## src/rtl/fabric_cfg_loader.sv

```systemverilog
// fabric_cfg_loader: byte-serial configuration frame loader for the routing/IO fabric.
// A frame is SYNC followed by NBYTES payload bytes, little-endian by byte. The payload is
// assembled in a shadow register. It is copied onto cfg in a single commit cycle, so the
// fabric never sees a partially loaded configuration.
// Build option: define CFG_LOADER_CHECKSUM_EN to require a trailing XOR checksum byte.
// A frame whose checksum does not match is rejected with an err pulse.
module fabric_cfg_loader #(
  parameter int          CFG_W = 84,
  parameter logic [7:0]  SYNC  = 8'hA5
) (
  input  logic             clk,
  input  logic             rst,
  input  logic             in_valid,
  input  logic [7:0]       in_data,
  output logic             in_ready,
  input  logic             abort,
  output logic [CFG_W-1:0] cfg,
  output logic             cfg_loaded,
  output logic             done,
  output logic             err
);

  localparam int NBYTES = (CFG_W + 7) / 8;
  localparam int CNT_W  = $clog2(NBYTES + 1);

  typedef enum logic [1:0] {
    S_IDLE   = 2'd0,
    S_LOAD   = 2'd1,
`ifdef CFG_LOADER_CHECKSUM_EN
    S_CHECK  = 2'd2,
`endif
    S_COMMIT = 2'd3
  } state_t;

  state_t             state, state_nxt;
  logic [CNT_W-1:0]   count;
  logic [CFG_W-1:0]   shadow;
  logic               accept;
  logic               last_byte;
  logic               abort_ok;
  logic               start;
  logic               load_wr;
  logic               commit;
  logic               reject;
`ifdef CFG_LOADER_CHECKSUM_EN
  logic [7:0]         csum;
`endif

  assign accept    = in_valid & in_ready;
  assign last_byte = (count == CNT_W'(NBYTES - 1));
  // abort is honoured everywhere except the commit cycle, which always completes
  assign abort_ok  = abort && (state != S_COMMIT);

  // State register
  always_ff @(posedge clk) begin
    if (rst) state <= S_IDLE;
    else     state <= state_nxt;
  end

  // Next-state logic; abort overrides any transition, including the last-byte one
  always_comb begin
    state_nxt = state;
    unique case (state)
      S_IDLE:   if (accept && in_data == SYNC) state_nxt = S_LOAD;
`ifdef CFG_LOADER_CHECKSUM_EN
      S_LOAD:   if (accept && last_byte) state_nxt = S_CHECK;
      S_CHECK:  if (accept) state_nxt = (in_data == csum) ? S_COMMIT : S_IDLE;
`else
      S_LOAD:   if (accept && last_byte) state_nxt = S_COMMIT;
`endif
      S_COMMIT: state_nxt = S_IDLE;
      default:  state_nxt = S_IDLE;
    endcase
    if (abort_ok) state_nxt = S_IDLE;
  end

  // Output / strobe decode from the current state
  always_comb begin
    in_ready = (state != S_COMMIT);
    start    = (state == S_IDLE) && accept && (in_data == SYNC) && !abort_ok;
    load_wr  = (state == S_LOAD) && accept && !abort_ok;
    commit   = (state == S_COMMIT);
    reject   = 1'b0;
`ifdef CFG_LOADER_CHECKSUM_EN
    reject   = (state == S_CHECK) && accept && (in_data != csum) && !abort_ok;
`endif
  end

  // Shadow assembly, byte counter and commit of the shadow onto the fabric bus
  always_ff @(posedge clk) begin
    if (rst) begin
      count      <= '0;
      shadow     <= '0;
      cfg        <= '0;
      cfg_loaded <= 1'b0;
      done       <= 1'b0;
    end else begin
      done <= commit;
      if (commit) begin
        cfg        <= shadow;
        cfg_loaded <= 1'b1;
      end
      if (abort_ok || start) begin
        count  <= '0;
        shadow <= '0;
      end else if (load_wr) begin
        // bits of the last byte beyond CFG_W have no destination and are dropped
        for (int i = 0; i < CFG_W; i++) begin
          if (count == CNT_W'(i / 8)) shadow[i] <= in_data[3'(i % 8)];
        end
        count <= count + CNT_W'(1);
      end
    end
  end

`ifdef CFG_LOADER_CHECKSUM_EN
  // Running XOR of the payload and the rejection pulse
  always_ff @(posedge clk) begin
    if (rst) begin
      csum <= '0;
      err  <= 1'b0;
    end else begin
      err <= reject;
      if (abort_ok || start) csum <= '0;
      else if (load_wr)      csum <= csum ^ in_data;
    end
  end
`else
  assign err = 1'b0;
`endif

endmodule

```

## config.mk

```make
export PLATFORM = sky130hd
export DESIGN_NAME = fabric_cfg_loader
export DESIGN_NICKNAME = d
export VERILOG_FILES = /design/src/rtl/fabric_cfg_loader.sv
export SDC_FILE = /design/constraint.sdc
export NUM_CORES = 1
export LEC_CHECK = 0
export CORE_MARGIN = 1
export CORE_UTILIZATION = 52
export DETAILED_ROUTE_END_ITERATION = 8
export PLACE_DENSITY = 0.84
export SLEW_MARGIN = 20
export SYNTH_ARGS = -nofsm -noshare
export SYNTH_HDL_FRONTEND = slang
export SYNTH_SLANG_ARGS = --single-unit
```

## constraint.sdc

```tcl
create_clock -name clk -period 3.1 [get_ports clk]
set_clock_uncertainty 0.2 [all_clocks]
set_input_delay 0.775 -clock clk [delete_from_list [all_inputs] [get_ports clk]]
set_output_delay 0.775 -clock clk [all_outputs]
set_load 0.03 [all_outputs]
```

==> metrics.yaml <==
setup_path:
  end_kind: "primary output"
  critPathBufInv: 2
  path_class: "reg2out"
  worst_ep_arrival_time_ps: 1710
  cpLargestDelayFamily: "buffers and inverters"
  cpPeakStageDelay_ps: 580
  crit_slowest_cell: "clkdlybuf4s50_1"
  required_ps: 2120
  r2r_cells: 4
  r2r_start: "state[1]$_SDFFE_PP0P_"
  crit_chain: "and2_1, inv_2, clkdlybuf4s50_1"
  r2r-end: "shadow[43]$_SDFFE_PP0P_"
  r2r_setup_slack_ps: 1250
  start_kind: "flop"
  cp_max_fo: 7
synthesis:
  synth_top_family_by_area: "simple AND/OR/NAND/NOR gates"
  yosys-top-cells-area: "dfxtp_1, mux2i_1, nand2_1, buf_4, a21oi_1"
  ys_warn_count: 0
  synthCells: 434
  synth_fa_ha_area_frac: 0.0130
  yosysTopAreaCellShare: 0.499
  synth_xor_area_frac: 0.00682
  synth-compound-area-share: 0.0666
  muxShareOfSynthArea: 0.114
  syn_area_per_cell_sq_um: 8.88
  yosys.area.top_type: "dfxtp_1"
  ys_ff_latch: 96
  synthSimpleGateAreaFrac: 0.183
  synth_cell_types: 31
  ys_seq_area_frac: 0.499
  syn_area_sq_um: 3850
sta:
  final.period_utilization: 0.865
  whs_ps: 258
  fin_setup_tns_ps: 0
  max_freq_mhz: 373
  rsz0062_at_grt: "no"
  slew_viol_final: 0
  setup_slack_ps: 418
  finalCriticalPeriod_ps: 2680
  setup_violations: 0
  finalHoldViolations: 0
  slew_headroom: 0.649
  worstMarginPinSlew_ps: 524
floorplan:
  rows: 31
  die_h_um: 88.1
  io_pins: 100
  dieArea_sq_um: 7760
  start_util: 0.534
  design.core.area_sq_um: 7210
  die_w_um: 88.1
power:
  leakage_nw: 1.80
  intPower_mw: 1.56
  power_switching_mw: 0.541
  pwr-share-comb: 0.059
  finalPower_mw: 2.10
  power.share.clock: 0.355
  vdd_drop_max_v: 0.000329
  pwr-share-seq: 0.587
  powerDensity_nw_per_um2: 464
  swShare: 0.258
clock_network:
  htree_levels: 3
  cts-buffers-inserted: 9
  clk_latency_ps: 350
  cts.repair.resized: 0
  cts-hold-fix-buffers: 0
  cts.sinks: 96
  cts_tree: "yes"
  post_cts_buffers: 0
  cts.reportedPaths.clkPinSlew_ps: 100
  cts_max_path_buffers: 2
  clock-root-buffer: "clkbuf_8"
global_routing:
  grt_overflow: 0
  grt_util_all_layers: 0.200
  grt_pass1_wl_um: 11900
  grt_pass1_vias: 2602
  grt_start_max_net_pins: 49
  antenna_found_initial: 0
detailed_routing:
  drc: 0
  routedWlPerCell_um: 12.4
  via_per_inst: 4.84
  via_count: 2839
  ant_nets: 0
  drtIter0Drc: 178
  drtPass1Iterations: 4
  wl_um: 7260
cells_and_area:
  drive_gt1_frac: 0.0553
  syn_to_final_growth_pct: 17.6
  n_antenna_cell: 0
  final_area_sq_um: 4530
  nNetsFinal: 499
  fill_cells: 622
min_path:
  min_to: "cfg[33]$_SDFFE_PP0P_"
  hold_path_class: "reg2reg"
  min-delay-start: "shadow[33]$_SDFFE_PP0P_"
  holdPathStages: 2
run:
  maxCapViolCount: 0
placed_design:
  portBuffers: 58
  gp_congestion: 0.813
  dp_slack_ps: 491
  dp_hpwl_um: 4850
  placed_cell_area_sq_um: 4350
outcome:
  status: "finished clean"
-- Yosys cell counts --
| cell | number |
|---|---|
| dfxtp_1 | 96 |
| and3_1 | 3 |
| buf_2 | 5 |
| nor4bb_1 | 1 |
| and4bb_1 | 2 |
| nor2_1 | 55 |
| o21a_1 | 1 |
| nor2b_1 | 1 |
| a21boi_0 | 1 |
| nand3b_1 | 2 |
| and2_1 | 2 |
| buf_6 | 2 |
| nand2_1 | 89 |
| xnor2_1 | 1 |
| xor2_1 | 2 |
| buf_4 | 42 |
| a21oi_1 | 45 |
| buf_1 | 2 |
| and3b_1 | 1 |
| conb_1 | 1 |
| inv_1 | 2 |
| nor3_1 | 1 |
| ha_1 | 4 |
| clkbuf_1 | 14 |
| clkbuf_2 | 3 |
| and4bb_2 | 1 |
| nand3_1 | 4 |
| nand4_1 | 5 |
| mux2i_1 | 44 |
| o41ai_2 | 1 |
| inv_2 | 1 |
-- registers in the layout, indices dropped and copies added, names as in the netlist --
| register | flops |
|---|---|
| cfg | 44 |
| shadow | 44 |
| count | 4 |
| state | 2 |
| cfg_loaded | 1 |
| done | 1 |
-- per-layer routing --
metal,global-route usage,up-vias,wire [um]
li1,-,1427,-
met3,0.0320,16,413
met5,0,-,0
met2,0.314,106,3310
met1,0.267,1290,3350
met4,0.103,0,180
-- through the flow --
stage / utilization / cells
after floorplan: - / 474
after global placement: 0.603 / 571
after detailed placement: 0.603 / 571
after CTS: 0.628 / 587
after global routing: 0.628 / 587
final: 0.628 / 587
-- placed cells by master (no fill, tap or decap), drive strengths merged --
cell	count
a21boi	1
a21oi	45
and2	2
and3	3
and3b	1
and4bb	3
buf	8
clkbuf	11
clkdlybuf4s50	57
clkinv	1
clkinvlp	3
conb	41
dfxtp	96
ha	4
inv	5
mux2i	44
nand2	89
nand3	4
nand3b	2
nand4	5
nor2	55
nor2b	1
nor3	1
nor4bb	1
o21a	1
o41ai	1
xnor2	1
xor2	2
-- logic make-up after synthesis --
kind of cell,Yosys count
AND/OR/NAND/NOR,167
AO/OA/AOI/OAI,48
multiplexers,44
adder cells (fa/ha/maj),4
other,1
XOR/XNOR,3
flip-flops,96
buffers and inverters,71
-- worst max-delay path by stage --
stage / startpoint / depth (start not counted) / endpoint
4_1_cts: state[1]$_SDFFE_PP0P_ / 3 / in_ready
5_1_grt: state[1]$_SDFFE_PP0P_ / 3 / in_ready
3_3_place_gp: in_data[6] / 6 / shadow[9]$_SDFFE_PP0P_
3_5_place_dp: in_data[6] / 6 / shadow[18]$_SDFFE_PP0P_
2_1_floorplan: in_data[6] / 6 / shadow[58]$_SDFFE_PP0P_
6_report: state[1]$_SDFFE_PP0P_ / 3 / in_ready
-- power groups by stage --
| stage | Combinational [mW] | Clock [mW] | Sequential, mW |
|---|---|---|---|
| after floorplan | 0.135 | 0 | 1.26 |
| after detailed placement | 0.122 | 0 | 1.26 |
| after global routing | 0.134 | 0.819 | 1.23 |
| after global placement | 0.122 | 0 | 1.26 |
| final | 0.124 | 0.745 | 1.23 |
| after CTS | 0.123 | 0.766 | 1.23 |
-- layout make-up --
cell class                      count  area [sq um]  area share
Clock buffer                       10           128      0.0282
Clock inverter                      6          53.8      0.0119
Inverter                            3          11.3     0.00249
Multi-Input combinational cell    307          1640       0.363
Sequential cell                    96          1920       0.424
Tap cell                           99           124      0.0273
Timing Repair Buffer               66           648       0.143
-- tightest hold or removal path, cell delays in order, from the launching register on --
cell     delay (ps)
dfxtp_1         320
nand2_1          50
a21oi_1          50
Note: power is estimated with default switching activity, not from simulation.
